### src/rtl/mips_mc_pkg.sv
// Shared definitions for the multicycle MIPS control unit.
// Holds the state encoding, opcode/funct constants, the datapath select
// encodings and a helper that decodes the state-dependent control word.
package mips_mc_pkg;

    typedef enum logic [3:0] {
        StIdle     = 4'd0,
        StFetch    = 4'd1,
        StDecode   = 4'd2,
        StMemAddr  = 4'd3,
        StMemRead  = 4'd4,
        StMemWb    = 4'd5,
        StMemWrite = 4'd6,
        StRExec    = 4'd7,
        StRWb      = 4'd8,
        StIExec    = 4'd9,
        StIWb      = 4'd10,
        StBranch   = 4'd11,
        StJump     = 4'd12,
        StJal      = 4'd13,
        StJr       = 4'd14,
        StFault    = 4'd15
    } state_e;

    // Opcodes (instruction bits [31:26]) and funct codes (bits [5:0]).
    localparam logic [5:0] OpRtype = 6'h00;
    localparam logic [5:0] OpJ     = 6'h02;
    localparam logic [5:0] OpJal   = 6'h03;
    localparam logic [5:0] OpBeq   = 6'h04;
    localparam logic [5:0] OpBne   = 6'h05;
    localparam logic [5:0] OpAddi  = 6'h08;
    localparam logic [5:0] OpAndi  = 6'h0C;
    localparam logic [5:0] OpOri   = 6'h0D;
    localparam logic [5:0] OpLui   = 6'h0F;
    localparam logic [5:0] OpLw    = 6'h23;
    localparam logic [5:0] OpSw    = 6'h2B;
    localparam logic [5:0] FunctJr = 6'h08;

    // ALUControl operation select.
    localparam logic [2:0] AluAdd   = 3'b000;
    localparam logic [2:0] AluSub   = 3'b001;
    localparam logic [2:0] AluFunct = 3'b010;
    localparam logic [2:0] AluOr    = 3'b011;
    localparam logic [2:0] AluAnd   = 3'b100;
    localparam logic [2:0] AluLui   = 3'b101;

    // Next-PC select.
    localparam logic [1:0] PcAlu    = 2'd0;
    localparam logic [1:0] PcAluOut = 2'd1;
    localparam logic [1:0] PcJump   = 2'd2;
    localparam logic [1:0] PcRs     = 2'd3;

    // ALU B operand select.
    localparam logic [1:0] SrcBRt      = 2'd0;
    localparam logic [1:0] SrcBFour    = 2'd1;
    localparam logic [1:0] SrcBImm     = 2'd2;
    localparam logic [1:0] SrcBImmSh2  = 2'd3;

    // Write-register select.
    localparam logic [1:0] DstRt = 2'd0;
    localparam logic [1:0] DstRd = 2'd1;
    localparam logic [1:0] DstRa = 2'd2;

    // Write-data select.
    localparam logic [1:0] WbAlu = 2'd0;
    localparam logic [1:0] WbMdr = 2'd1;
    localparam logic [1:0] WbPc  = 2'd2;

    // Registered control word. fetch_en, br_eq and br_ne are not outputs
    // themselves: they mark where ir_write/pc_write must be qualified by
    // mem_ready or zero in the same cycle.
    typedef struct packed {
        logic       mem_req;
        logic       mem_write;
        logic       iord;
        logic       fetch_en;
        logic       pc_write;
        logic       br_eq;
        logic       br_ne;
        logic [1:0] pc_source;
        logic       alu_src_a;
        logic [1:0] alu_src_b;
        logic [2:0] alu_op;
        logic [1:0] reg_dst;
        logic [1:0] mem_to_reg;
        logic       reg_write;
    } ctrl_t;

    // Moore control word for a state; opcode selects the I-type ALU op and
    // the branch sense.
    function automatic ctrl_t ctrl_decode(state_e st, logic [5:0] opcode);
        ctrl_t c;
        c = '0;
        case (st)
            StFetch: begin
                c.mem_req   = 1'b1;
                c.fetch_en  = 1'b1;
                c.alu_src_b = SrcBFour;
            end
            StDecode: c.alu_src_b = SrcBImmSh2;
            StMemAddr: begin
                c.alu_src_a = 1'b1;
                c.alu_src_b = SrcBImm;
            end
            StMemRead: begin
                c.mem_req = 1'b1;
                c.iord    = 1'b1;
            end
            StMemWb: begin
                c.reg_write  = 1'b1;
                c.mem_to_reg = WbMdr;
            end
            StMemWrite: begin
                c.mem_req   = 1'b1;
                c.mem_write = 1'b1;
                c.iord      = 1'b1;
            end
            StRExec: begin
                c.alu_src_a = 1'b1;
                c.alu_op    = AluFunct;
            end
            StRWb: begin
                c.reg_write = 1'b1;
                c.reg_dst   = DstRd;
            end
            StIExec: begin
                c.alu_src_a = 1'b1;
                c.alu_src_b = SrcBImm;
                case (opcode)
                    OpAndi:  c.alu_op = AluAnd;
                    OpOri:   c.alu_op = AluOr;
                    OpLui:   c.alu_op = AluLui;
                    default: c.alu_op = AluAdd;
                endcase
            end
            StIWb: c.reg_write = 1'b1;
            StBranch: begin
                c.alu_src_a = 1'b1;
                c.alu_op    = AluSub;
                c.pc_source = PcAluOut;
                c.br_eq     = (opcode == OpBeq);
                c.br_ne     = (opcode == OpBne);
            end
            StJump: begin
                c.pc_source = PcJump;
                c.pc_write  = 1'b1;
            end
            StJal: begin
                c.pc_source  = PcJump;
                c.pc_write   = 1'b1;
                c.reg_write  = 1'b1;
                c.reg_dst    = DstRa;
                c.mem_to_reg = WbPc;
            end
            StJr: begin
                c.pc_source = PcRs;
                c.pc_write  = 1'b1;
            end
            default: c = '0;
        endcase
        return c;
    endfunction

endpackage

### src/rtl/mips_multicycle_control_wait_timer.sv
// Memory wait counter with timeout compare.
//   clk, reset : clock and asynchronous active-high reset
//   start      : clear the count (entering a memory-request state)
//   busy       : a memory request is outstanding this cycle
//   done       : memory completes the access this cycle
//   expired    : count has reached MEM_TIMEOUT and memory is still not ready
module mips_mc_wait_timer #(
    parameter int unsigned MEM_TIMEOUT = 16,
    parameter int unsigned WAIT_WIDTH  = 8
) (
    input  logic clk,
    input  logic reset,
    input  logic start,
    input  logic busy,
    input  logic done,
    output logic expired
);

    logic [WAIT_WIDTH-1:0] count_q, count_d;

    always_comb begin
        count_d = count_q;
        if (start || done) begin
            count_d = '0;
        end else if (busy) begin
            count_d = count_q + WAIT_WIDTH'(1);
        end
    end

    always_ff @(posedge clk or posedge reset) begin
        if (reset) begin
            count_q <= '0;
        end else begin
            count_q <= count_d;
        end
    end

    // done in the same cycle as the limit wins, so it masks expiry.
    assign expired = (MEM_TIMEOUT != 0) && busy && !done
                     && (count_q == WAIT_WIDTH'(MEM_TIMEOUT));

endmodule

### src/rtl/mips_multicycle_control.sv
// Multicycle MIPS control unit.
// Sequences fetch/decode/execute/memory/writeback so one memory port and one
// ALU are shared, with a req/ready memory handshake, access timeout, illegal
// opcode trapping and a retired-instruction counter.
//   Inputs : clk, reset, opcode/funct from the IR, ALU zero, mem_ready.
//   Outputs: memory request (mem_req, mem_write, iord), IR/PC enables,
//            datapath selects (pc_source, alu_src_a/b, alu_op, reg_dst,
//            mem_to_reg), reg_write, sticky fault, instr_retired, state_dbg.
module mips_multicycle_control
    import mips_mc_pkg::*;
#(
    parameter int unsigned MEM_TIMEOUT = 16,
    parameter int unsigned CNT_WIDTH   = 32,
    parameter int unsigned WAIT_WIDTH  = 8
) (
    input  logic                 clk,
    input  logic                 reset,
    input  logic [5:0]           opcode,
    input  logic [5:0]           funct,
    input  logic                 zero,
    input  logic                 mem_ready,
    output logic                 mem_req,
    output logic                 mem_write,
    output logic                 iord,
    output logic                 ir_write,
    output logic                 pc_write,
    output logic [1:0]           pc_source,
    output logic                 alu_src_a,
    output logic [1:0]           alu_src_b,
    output logic [2:0]           alu_op,
    output logic [1:0]           reg_dst,
    output logic [1:0]           mem_to_reg,
    output logic                 reg_write,
    output logic                 fault,
    output logic [CNT_WIDTH-1:0] instr_retired,
    output logic [3:0]           state_dbg
);

    state_e                state_q, state_d;
    ctrl_t                 ctrl_q, ctrl_d;
    logic                  fault_q, fault_d;
    logic [CNT_WIDTH-1:0]  retired_q, retired_d;
    logic                  retire;
    logic                  timer_start;
    logic                  expired;

    mips_mc_wait_timer #(
        .MEM_TIMEOUT (MEM_TIMEOUT),
        .WAIT_WIDTH  (WAIT_WIDTH)
    ) u_wait_timer (
        .clk     (clk),
        .reset   (reset),
        .start   (timer_start),
        .busy    (ctrl_q.mem_req),
        .done    (mem_ready),
        .expired (expired)
    );

    always_comb begin
        state_d = state_q;
        retire  = 1'b0;
        case (state_q)
            StIdle:  state_d = StFetch;
            StFetch: begin
                if (mem_ready) begin
                    state_d = StDecode;
                end else if (expired) begin
                    state_d = StFault;
                end
            end
            StDecode: begin
                case (opcode)
                    OpLw, OpSw:                     state_d = StMemAddr;
                    OpRtype:                        state_d = (funct == FunctJr) ? StJr : StRExec;
                    OpAddi, OpAndi, OpOri, OpLui:   state_d = StIExec;
                    OpBeq, OpBne:                   state_d = StBranch;
                    OpJ:                            state_d = StJump;
                    OpJal:                          state_d = StJal;
                    default:                        state_d = StFault;
                endcase
            end
            StMemAddr: state_d = (opcode == OpSw) ? StMemWrite : StMemRead;
            StMemRead: begin
                if (mem_ready) begin
                    state_d = StMemWb;
                end else if (expired) begin
                    state_d = StFault;
                end
            end
            StMemWrite: begin
                if (mem_ready) begin
                    state_d = StFetch;
                    retire  = 1'b1;
                end else if (expired) begin
                    state_d = StFault;
                end
            end
            StRExec: state_d = StRWb;
            StIExec: state_d = StIWb;
            StMemWb, StRWb, StIWb, StBranch, StJump, StJal, StJr: begin
                state_d = StFetch;
                retire  = 1'b1;
            end
            StFault: state_d = StFault;
            default: state_d = StFault;
        endcase

        fault_d     = (state_d == StFault);
        // Control word for the coming state, registered so it is glitch-free
        // and cleared asynchronously by reset.
        ctrl_d      = ctrl_decode(state_d, opcode);
        retired_d   = retired_q + CNT_WIDTH'(retire);
        timer_start = (state_d != state_q)
                      && (state_d inside {StFetch, StMemRead, StMemWrite});
    end

    always_ff @(posedge clk or posedge reset) begin
        if (reset) begin
            state_q   <= StIdle;
            ctrl_q    <= '0;
            fault_q   <= 1'b0;
            retired_q <= '0;
        end else begin
            state_q   <= state_d;
            ctrl_q    <= ctrl_d;
            fault_q   <= fault_d;
            retired_q <= retired_d;
        end
    end

    assign mem_req       = ctrl_q.mem_req;
    assign mem_write     = ctrl_q.mem_write;
    assign iord          = ctrl_q.iord;
    assign ir_write      = ctrl_q.fetch_en & mem_ready;
    assign pc_write      = ctrl_q.pc_write
                           | (ctrl_q.fetch_en & mem_ready)
                           | (ctrl_q.br_eq & zero)
                           | (ctrl_q.br_ne & ~zero);
    assign pc_source     = ctrl_q.pc_source;
    assign alu_src_a     = ctrl_q.alu_src_a;
    assign alu_src_b     = ctrl_q.alu_src_b;
    assign alu_op        = ctrl_q.alu_op;
    assign reg_dst       = ctrl_q.reg_dst;
    assign mem_to_reg    = ctrl_q.mem_to_reg;
    assign reg_write     = ctrl_q.reg_write;
    assign fault         = fault_q;
    assign instr_retired = retired_q;
    assign state_dbg     = state_q;

endmodule

### config.mk
export PLATFORM = sky130hd
export DESIGN_NAME = mips_multicycle_control
export DESIGN_NICKNAME = d
export VERILOG_FILES = /design/src/rtl/mips_mc_pkg.sv /design/src/rtl/mips_multicycle_control_wait_timer.sv /design/src/rtl/mips_multicycle_control.sv
export SDC_FILE = /design/constraint.sdc
export NUM_CORES = 1
export LEC_CHECK = 0
export CORE_ASPECT_RATIO = 0.8
export CORE_MARGIN = 5
export CORE_UTILIZATION = 55
export DETAILED_ROUTE_END_ITERATION = 8
export PLACE_DENSITY = 0.9
export SYNTH_ARGS = -nofsm -noshare
export SYNTH_HDL_FRONTEND = slang
export SYNTH_SLANG_ARGS = --single-unit
### constraint.sdc
create_clock -name clk -period 5.22 [get_ports clk]
set_input_delay 1.044 -clock clk [delete_from_list [all_inputs] [get_ports clk]]
set_output_delay 1.044 -clock clk [all_outputs]
set_load 0.005 [all_outputs]
==> impl_results.md <==
- Final WL: about 7800 um
- CTS sink cnt: 65
- Final Cell Area: approximately 4200 um^2
- Core Area: between 5000 and 6000 um^2
- R2R Setup Slk: around 2.0 ns
- TritonRoute pass-1 iters: 4
- Commonest non-fill, non-tap cell in the layout: clkdlybuf4s50_1
- Pwr per Cell Area: between 400 and 500 nW/um^2
- Proportion of layout cells with a drive suffix above 1: under 10%
- Worst Hold Depth: 1
- Worst-case reg-to-reg path depth: 10
- Area Growth Syn to Fin: 26.9%
- DR vias/cell: approximately 5.8
- Largest net degree at the start of global routing: 66
- Unique masters post-synth: 55
- Worst r2r src: state_dbg[2]$_DFF_PP0_
- RSZ-0062 raised after global routing: no
- Via count: ~2,700
- Gp weighted congestion: slightly below 0.9
- Lkg Pwr: about 1.8 nW
- HPWL Detailed: approximately 5400 um
- Number of flops mapped to enable cells by yosys: 0
- Clock Skews: 0.00735 ns
- Starting Density: between 50 and 60%
- Post-layout min period: 3.99 ns
- Final setup fails: 0
- CP Class: primary input to register
- Max reg flops: 32
- RR Endpoint: instr_retired[31]$_DFF_PP0_
- Drc violations: 0
- Worst path arrival time: between 4 and 5 ns
- Predominant post-synthesis flop cell: dfrtp_1
- Synth async-reset ratio: 100%
- Syn_area_per_cell: 10.4 um^2
- Hold endpoint: instr_retired[8]$_DFF_PP0_
- Area of the multi-input gates: 1470 um^2
- Slew Limit Fails: 0
- Cells after Synth: 317
- Register area share after synthesis: 49.1%
- Clock buffer count from CTS: 9
- Fillers: slightly above 400
- Critical Path Source Type: primary input
- Post-CTS Setup Bufs: 0
- Max_cap viols: 0
- Yosys reg bits: 65
- Clock slew seen by the registers of the worst setup and hold paths: 0.07 ns
- Hold_sp: instr_retired[8]$_DFF_PP0_
- Setup TNS: 0 ns
- CTS tree: yes
- CTS Hold Bufs: 0
- Vert. Die Dim: 79.4 um
- Worst Path Max Fanout: 18
- Clk_lat worst skew: between 0.3 and 0.4 ns
- Worst Setup End Kind: register
- H-tree levels: 3
- DR WL/cell: around 17 um
- Max-Slew Margin vs Limit: a little under half
- Nets: 398
- VDD IR max: 199 uV
- Fin. Hold Viols: 0
- Syn Nets: around 340
- Fmax: between 0.2 and 0.3 GHz
- Worst-Margin Slew: ~0.8 ns
- Placement Rows: 25
- DR iter-0 viols: 227
- Full die area: ~7700 um^2
- Worst Hold Class: register to register
- Register area: 1630 um^2
- Vias in the first global route: roughly 2,800
- Req. time, crit path: 5.45 ns
- Hold slack: between 0.5 and 0.6 ns
- N_diodes: 0
- Post-cts resize count: 0
- Initial antenna violation count: 0
- Yosys warns: 0
- Max Root-Sink Buffers: 2
- Syn Std Cell Area: around 3300 um^2
- Most frequent cells in the layout: clkdlybuf4s50_1, dfrtp_1, nor2_1
- Period utilization: between 70 and 80%
- IO Pins: 71
- Global-route usage over all layers: roughly a fifth
- Die Width: 96.7 um
- PortBufs: 70
- Placed inst area: around 4000 um^2
- ANT nets after route: 0
- Post-route insts no fill: between 400 and 500
- Status: completed
- Placed cells: roughly 450
- Clk root buf: clkbuf_8
- Grt total ovfl: 0
- First-pass GRT wire length: ~13,000 um
- Total chip power: roughly 2.0 mW
[critical path: stages]
cell and delay, ns:
clkdlybuf4s50_1 0.88, a21oi_1 0.18, o221ai_1 0.25, ha_1 0.25
nand2_1 0.12, nor3_1 0.42, nand3_1 0.26, nor3_1 0.48
nand4_1 0.17, xnor2_1 0.15
[per-stage QoR]
stage               setup WS [ns]  utilization, %
global placement             1.16            67.7
floorplan                    1.90               -
CTS                          1.25            71.4
finish                       1.23            71.4
detailed placement          0.952            67.7
global route                0.959            71.4
[synth_stat cells (2+ instances only)]
cell type,count,area (um^2)
a21o_1,4,30.0
nand4b_1,2,17.5
or3_1,2,12.5
nor3_1,9,45.0
dfrtp_1,65,1630
o21ai_0,2,10.0
a21oi_1,11,55.1
nand2b_1,3,18.8
o221ai_1,2,17.5
a311oi_1,8,70.1
ha_1,4,50.1
o211ai_1,3,22.5
mux2i_1,2,20.0
xor2_1,14,123
xnor2_1,25,219
and4_1,4,35.0
nor4_1,3,18.8
buf_2,4,20.0
a211oi_2,2,25.0
and2_1,3,18.8
nand2_1,18,67.6
nand4_1,10,62.6
and4b_1,2,20.0
clkbuf_1,3,11.3
and3_1,7,43.8
nand3b_1,2,15.0
nor2_1,28,105
nand3_1,16,80.1
buf_4,14,105
a211oi_1,2,15.0
nor4b_1,4,35.0
inv_1,16,60.1
[worst max path at each step]
stage	startpoint	end	slack (ns)	cells after the start
after detailed placement	mem_ready	instr_retired[31]$_DFF_PP0_	0.95	10
after floorplan	mem_ready	instr_retired[31]$_DFF_PP0_	1.90	11
after global routing	mem_ready	instr_retired[29]$_DFF_PP0_	0.96	10
final	mem_ready	instr_retired[31]$_DFF_PP0_	1.23	10
after global placement	mem_ready	instr_retired[31]$_DFF_PP0_	1.16	10
after CTS	mem_ready	pc_write	1.25	4
[report_power, final]
| group | internal [mW] | switching [mW] |
|---|---|---|
| Sequential | 0.591 | 0.106 |
| Clock | 0.281 | 0.188 |
| Combinational | 0.358 | 0.449 |
[layer usage]
layer | GRT usage [%] | wire (um) | up-vias
li1 | - | - | 1240
met5 | 0 | 0 | -
met4 | 7.99 | 130 | 0
met2 | 36.0 | 3960 | 112
met1 | 24.6 | 3180 | 1331
met3 | 7.16 | 485 | 16
[cell type report]
type / count / area share, %
clock buffer: 11 / 3.37
sequential: 65 / 38.7
clock inverter: 5 / 1.88
inverter: 17 / 1.52
tap: 81 / 2.41
multi-input combinational: 213 / 35.0
timing repair buffer: 72 / 17.0
[kinds of logic (layout without fill, tap and decap cells)]
logic type / Yosys count / in the layout / share of synthesized area [%]
AND/OR/NAND/NOR: 120 / 120 / 19.8
flip-flops: 65 / 65 / 49.1
AO/OA/AOI/OAI: 47 / 47 / 11.8
XOR/XNOR: 39 / 39 / 10.3
buffers and inverters: 39 / 105 / 6.39
adder cells (fa/ha/maj): 4 / 4 / 1.51
multiplexers: 3 / 3 / 0.945
Note: power is estimated with default switching activity, not from simulation.
